--- config.mk ---
export PLATFORM = sky130hd
export DESIGN_NAME = cache_ctrl
export DESIGN_NICKNAME = d
export VERILOG_FILES = /design/src/rtl/cache_ctrl.sv
export SDC_FILE = /design/constraint.sdc
export NUM_CORES = 1
export LEC_CHECK = 0
export BUFFER_PORTS_ARGS = -buffer_cell sky130_fd_sc_hd__buf_2
export CORE_MARGIN = 2
export CORE_UTILIZATION = 33
export DETAILED_ROUTE_END_ITERATION = 12
export GPL_ROUTABILITY_DRIVEN = 0
export GPL_TIMING_DRIVEN = 0
export HOLD_SLACK_MARGIN = 0.15
export PLACE_DENSITY = 0.54
export SKIP_CTS_REPAIR_TIMING = 1
export SKIP_LAST_GASP = 1
export SLEW_MARGIN = 20
export SYNTH_ARGS = -nofsm -noshare
export SYNTH_HDL_FRONTEND = slang
export SYNTH_SLANG_ARGS = --single-unit
--- constraint.sdc ---
create_clock -name clk -period 4.3 [get_ports clk]
set_clock_uncertainty 0.15 [all_clocks]
set_input_delay 0.645 -clock clk [delete_from_list [all_inputs] [get_ports clk]]
set_output_delay 0.645 -clock clk [all_outputs]
set_load 0.1 [all_outputs]
--- src/rtl/cache_ctrl.sv ---
// Direct-mapped, write-through / no-write-allocate byte cache in front of a
// 1-cycle-latency backing RAM, with hit/miss counters and a global flush.
module cache_ctrl #(
  parameter int IDX_W = 4
) (
  input  logic        clk,
  input  logic        rst,
  input  logic        req,
  input  logic        we,
  input  logic [10:0] addr,
  input  logic [7:0]  wdata,
  input  logic        flush,
  output logic        ack,
  output logic [7:0]  rdata,
  output logic [10:0] mem_addr,
  output logic [7:0]  mem_din,
  output logic        mem_wr,
  input  logic [7:0]  mem_dout,
  output logic [15:0] hit_cnt,
  output logic [15:0] miss_cnt
);

  localparam int LINES = 1 << IDX_W;
  localparam int TAG_W = 11 - IDX_W;

  typedef enum logic [2:0] {
    S_IDLE,
    S_FETCH,
    S_FILL,
    S_WRITE,
    S_DONE
  } state_t;

  state_t state, state_nxt;

  logic [LINES-1:0] valid;
  logic [TAG_W-1:0] tag_mem  [LINES];
  logic [7:0]       data_mem [LINES];

  logic [IDX_W-1:0] idx, fidx;
  logic [TAG_W-1:0] tag, ftag;
  logic             hit;
  logic             accept;

  assign idx    = addr[IDX_W-1:0];
  assign tag    = addr[10:IDX_W];
  // mem_addr is loaded with the request address on every miss, so it doubles
  // as the captured address for the line fill.
  assign fidx   = mem_addr[IDX_W-1:0];
  assign ftag   = mem_addr[10:IDX_W];
  assign hit    = valid[idx] && (tag_mem[idx] == tag);
  assign accept = (state == S_IDLE) && req && !flush;

  // State register
  always_ff @(posedge clk or posedge rst) begin
    if (rst) state <= S_IDLE;
    else     state <= state_nxt;
  end

  // Next-state logic
  always_comb begin
    state_nxt = state;
    unique case (state)
      S_IDLE: begin
        if (accept) begin
          if (we)       state_nxt = S_WRITE;
          else if (hit) state_nxt = S_DONE;
          else          state_nxt = S_FETCH;
        end
      end
      S_FETCH: state_nxt = S_FILL;
      S_FILL:  state_nxt = S_DONE;
      S_WRITE: state_nxt = S_DONE;
      S_DONE:  state_nxt = S_IDLE;
      default: state_nxt = S_IDLE;
    endcase
  end

  // Registered outputs
  always_ff @(posedge clk or posedge rst) begin
    if (rst) begin
      ack      <= 1'b0;
      rdata    <= '0;
      mem_addr <= '0;
      mem_din  <= '0;
      mem_wr   <= 1'b0;
      hit_cnt  <= '0;
      miss_cnt <= '0;
    end else begin
      ack    <= (state_nxt == S_DONE);
      mem_wr <= (state_nxt == S_WRITE);
      if (accept) begin
        if (we || !hit) mem_addr <= addr;
        if (we)         mem_din  <= wdata;
        if (!we && hit) rdata    <= data_mem[idx];
        if (hit) begin
          if (hit_cnt != '1) hit_cnt <= hit_cnt + 16'd1;
        end else begin
          if (miss_cnt != '1) miss_cnt <= miss_cnt + 16'd1;
        end
      end
      if (state == S_FILL) rdata <= mem_dout;
    end
  end

  // Valid bits
  always_ff @(posedge clk or posedge rst) begin
    if (rst)                            valid       <= '0;
    else if (state == S_IDLE && flush)  valid       <= '0;
    else if (state == S_FILL)           valid[fidx] <= 1'b1;
  end

  // Tag and data arrays carry no reset; valid gates their use.
  always_ff @(posedge clk) begin
    if (accept && we && hit) data_mem[idx] <= wdata;
    if (state == S_FILL) begin
      data_mem[fidx] <= mem_dout;
      tag_mem[fidx]  <= ftag;
    end
  end

endmodule

-- Yosys cells after proc, flatten, opt, wreduce, memory -nomap -nowiden
Memory sizes are Yosys's and may differ from the RTL's.
Index checks and enable logic that the tools add are counted.
- add/subtract/negate cells: 2
- multiply operators: 0
- divide/modulo/power cells: 0
- magnitude comparators: 3
- equal/unequal tests: 8
- shift operators: 0
- multiplexer cells: 20
- bitwise logic cells: 2
- reductions and logical operators: 23
- operator list (kind ; number):
    adder 16 x 1 -> 16 bit (second input constant) ; 2
    2-to-1 mux 16 bit ; 2
    2-to-1 mux 8 bit ; 4
    inequality test 16 bit (second input constant) ; 2
    bitwise OR 16 bit ; 1
    less-than comparator 4 x 5 -> 1 bit (second input constant) ; 2
    == test 3 x 2 -> 1 bit (second input constant) ; 3
    2-to-1 mux 3 bit ; 3
    one-hot mux 3 bit (3 select lines) ; 1
    logical AND 1 bit ; 8
    OR reduction 8 bit ; 1
    == test 7 bit ; 1
    2-to-1 mux 1 bit ; 7
    AND reduction 2 bit ; 3
    AND reduction 3 bit ; 2
    nonzero test 2 bit ; 3
    binary-select mux 1 bit (select 4 bit) ; 1
    demux 1 bit (select 4 bit) ; 1
    >= comparator 4 x 1 -> 1 bit (second input constant) ; 1
    2-to-1 mux 4 bit ; 1
    == test 3 x 1 -> 1 bit (second input constant) ; 1
    == test 3 bit (second input constant) ; 1
    zero test 1 bit ; 3
    zero test 3 bit ; 1
    other kinds (3) ; 3
- register bits: 80
- latch bits: 0
- RAM bits: 240
- bits in read-only memories: 0
- input bits: 32
- output and inout port bits: 61
- logic and storage cells: 69
- memories kept: 2
- memory list (memory ; depth ; bits a word ; rd ports ; clocked after Yosys merged registers in ; wr ports ; line ; RTL):
    data_mem ; 16 ; 8 ; 1 ; 0 ; 1 ; 38 ; logic [7:0] data_mem [LINES];
    tag_mem ; 16 ; 7 ; 1 ; 0 ; 1 ; 37 ; logic [TAG_W-1:0] tag_mem [LINES];

-- Logic depth before layout (Yosys ltp)
- depth after elaboration: 8
- gate-level depth with buffers: 12
- mapped depth without buffers: 7

-- Least setup slack after synthesis
No wires, ideal clock.
- path kind: in2reg
- start point: in addr[1]
- end point: mem data_mem[10][0] (enable)
- library setup time: 0.370 ns
- arrival time: 3.318 ns
- data required time: 3.780 ns
- slack: 0.461 ns
- cell stages on the path: 9
- path buffers: 2
- cell sequence: buf_4 -> mux4_2 -> mux4_2 -> xor2_1 -> a21oi_2 -> nand4bb_1 -> buf_2 -> o41a_4 -> nor2_1
- cells in the longest elaborated chain, start to end: 7
- elaborated cells on any way between the ends: 10
- classes of those cells: 1 x eq/ne; 6 x mux; 2 x reduce/logical; 1 x memory
- RTL lines (item ; line ; RTL):
    from (decl) ; 10 ; input logic [10:0] addr,
    memory (16 x 7 bit) or binary-select mux 1 bit (select 4 bit) (tied branches) ; -- ;
    == test 7 bit or 2-to-1 mux 1 bit (tied branches) ; 51 ; assign hit = valid[idx] && (tag_mem[idx] == tag);
    logical AND 1 bit ; 51 ;
    logical AND 1 bit ; 115 ; if (accept && we && hit) data_mem[idx] <= wdata;
    2-to-1 mux 1 bit ; 115 ;
    2-to-1 mux 1 bit (not written as such) ; 115 ;
    2-to-1 mux 1 bit (no line) ; -- ;
    to (decl) ; 38 ;
Several ways; a longest one is shown, not always the timed one. The select of a mux whose other input is x is not followed.

-- Worst setup path in the final report
- start point: in addr[0]
- end point: mem data_mem[15][5] (enable)
Same word-level chain as after synthesis.

==> results.ini <==
[logic_synthesis]
synth_xor_xnor_area_share_pct=2.24
synth_nets=842
yosysWarnings=0
ys_top_cells_by_area=edfxtp_1 (54%), dfrtp_1 (15%), mux4_2 (12%), nand2_1 (2.2%), nor2_1 (1.6%)
syn_area_mm2=0.0133
yosysTopAreaCell=edfxtp_1
synth_top_area_share_pct=54.1
yosysSeqAreaShare_pct=69.2
synth_top_family_by_area=multiplexers
synthMuxAreaShare_pct=14.4
synth-simple-area-share_pct=8.15
ys_ff_latch=320
ys_async_sr_fraction_pct=25.0
postSynthCellCount=808
synth-compound-area-share_pct=3.97
synthFlopType=edfxtp_1
synthDistinctLibCells=52
synth_edf_count=240
syn_area_per_cell_um2=16.5
synthAdderAreaFrac_pct=0.188

[drt]
firstDrtPassIters=5
via_per_inst=5.09
vias=7598
drc=0
drt_iter0_markers=481
wirelength_mm=32.9
ant_nets=0
routedWlPerCell_um=22.1

[worst_hold_path]
hp-class=primary input to flip-flop

[power]
finalPower_mw=9.05
leakage_nw=5.64
combPwrFrac_pct=21.6
power_switching_mw=3.10
power_frac_seq_pct=43.9
swShare_pct=34.2
power.density_mw_per_mm2=575
p_int_mw=5.95
clkPwrFrac_pct=34.5
irDropWorstVdd_mv=0.394

[global_route]
grt_max_degree=54
grt_pass1_vias=7640
antenna_found_initial=0
grt.total_usage_pct=15.9
grt_pass1_wl_mm=49.5
gr-total-overflow=0

[status]
violations=negative setup slack
status=complete, but fails checks

[worst_setup_path]
cp-start-kind=primary input
arrival_ns=4.41
crit_type=primary input to flip-flop
cp.required_ns=4.30
crit_fanout=10
crit_path_end_kind=flip-flop

[cells_and_area]
nets=974
fin_area_mm2=0.0157
final_cell_mix=edfxtp_1 (240), buf_2 (102), dfrtp_1 (80), nand2_1 (77), mux4_2 (70)
syn2layout_area_growth_pct=18.2
n_antenna_cell=0
drive_gt1_share_pct=29.4
final_common_cell=edfxtp_1
final_core_util_pct=39.6

[timing]
tns_ns=-2.17
layout_setup_ws_ns=-0.115
relSlewSlack_pct=25.4
hold_viol=0
setup-violations-final=44
worstMarginPinSlew_ns=1.11
finalMaxSlewViolations=0
fin_crit_ns=4.41
rsz0062_at_grt=yes
fin_crit_sh_pct=103
fmax_mhz=227

[clocking]
ctsHtreeMaxLevel=2
cts_root_buffer=clkbuf_16
clkTransAtPathRegs_ns=0.06
cts_inserted_buffers=35
cts.sinks=320
cts_tree=built
clock_latency_ns=0.53
clock_path_buffers=3

[place]
place_area_mm2=0.0145
numPortBuffers=89
place_hpwl_mm=21.9

[floorplan]
dieArea_mm2=0.0420
rows=73
die_h_um=205
fp.coreArea_mm2=0.0397
die_x_um=205
io-pin-count=93
start_util_pct=33.5

[flow_run]
maxCapViolations=0

==> layout make-up <==
type / instances / area [µm²]
fill: 3677 / 24000
clock buffer: 42 / 953
timing repair buffer: 95 / 513
buffer: 41 / 200
multi-input combinational: 434 / 3900
tap: 525 / 657
sequential: 320 / 9210
clock inverter: 22 / 250
inverter: 13 / 51.3
==> critical path, stage by stage <==
cell and delay [ns]:
buf_2 0.16, buf_2 0.35, buf_2 0.39, buf_2 0.41, mux2i_1 0.26, xor2_1 0.15
nand4_1 0.27, and2_1 0.35, o41a_4 0.53, nor2_1 0.87
==> power groups by stage <==
| stage | logic, mW | registers, mW | clock network, mW |
|---|---|---|---|
| after floorplan | 0.538 | 4.96 | 0 |
| after global placement | 1.93 | 4.03 | 0 |
| after detailed placement | 1.96 | 4.04 | 0 |
| after CTS | 1.96 | 3.98 | 3.18 |
| after global routing | 2.05 | 4.02 | 3.31 |
| final | 1.95 | 3.98 | 3.12 |
==> worst paths after layout <==
kind | from | endpoint | slack (ns) | cells after the start
setup reg to reg | tag_mem[14][1] | data_mem[15][5] | 0.18 | 8
hold reg to reg | mem_din[4] | mem_din[4] | 0.33 | 2
setup / recovery | addr[0] | data_mem[15][5] | -0.11 | 10
hold / removal | wdata[3] | mem_din[3] | 0.17 | 3
max in group asynchronous | rst | valid[5] | 2.85 | 4
min in group asynchronous | rst | miss_cnt[5] | 0.51 | 3
==> registers in the layout, indices dropped and copies added, names as in the netlist <==
signal    flops
miss_cnt     16
hit_cnt      16
ack           1
data_mem    128
mem_addr     11
rdata         8
tag_mem     112
mem_wr        1
mem_din       8
valid        16
state         3
==> cell usage after synthesis, drive strengths merged (11+ instances only) <==
| cell | instances |
|---|---|
| mux2 | 18 |
| nand3 | 11 |
| nand2 | 77 |
| nor2 | 56 |
| o21a | 19 |
| nand4 | 21 |
| edfxtp | 240 |
| mux2i | 14 |
| mux4 | 70 |
| buf | 24 |
| clkbuf | 17 |
| o21ai | 11 |
| inv | 13 |
| xnor2 | 24 |
| dfrtp | 80 |
| nor3 | 14 |
==> metrics by stage <==
step	cells	hold slack, ns	setup WS (ns)
6_report	1492	0.172	-0.115
5_1_grt	1492	0.173	-0.306
4_1_cts	1491	-0.0320	-0.201
3_5_place_dp	1427	0.311	-0.766
3_3_place_gp	1422	0.308	-0.705
2_1_floorplan	808	0.307	0.461
==> cells by family after synthesis <==
group,count (synthesis)
buffers and inverters,54
adder cells (fa/ha/maj),2
AND/OR/NAND/NOR,225
flip-flops,320
multiplexers,102
XOR/XNOR,34
AO/OA/AOI/OAI,71
==> layer usage <==
metal	track usage, %	routed length (µm)	up-vias
met5	0	0	-
met4	4.62	725	0
met3	3.07	1680	49
met2	25.6	15700	176
met1	22.1	14800	3968
li1	-	-	3405
Power figures use the tool's default switching activity.
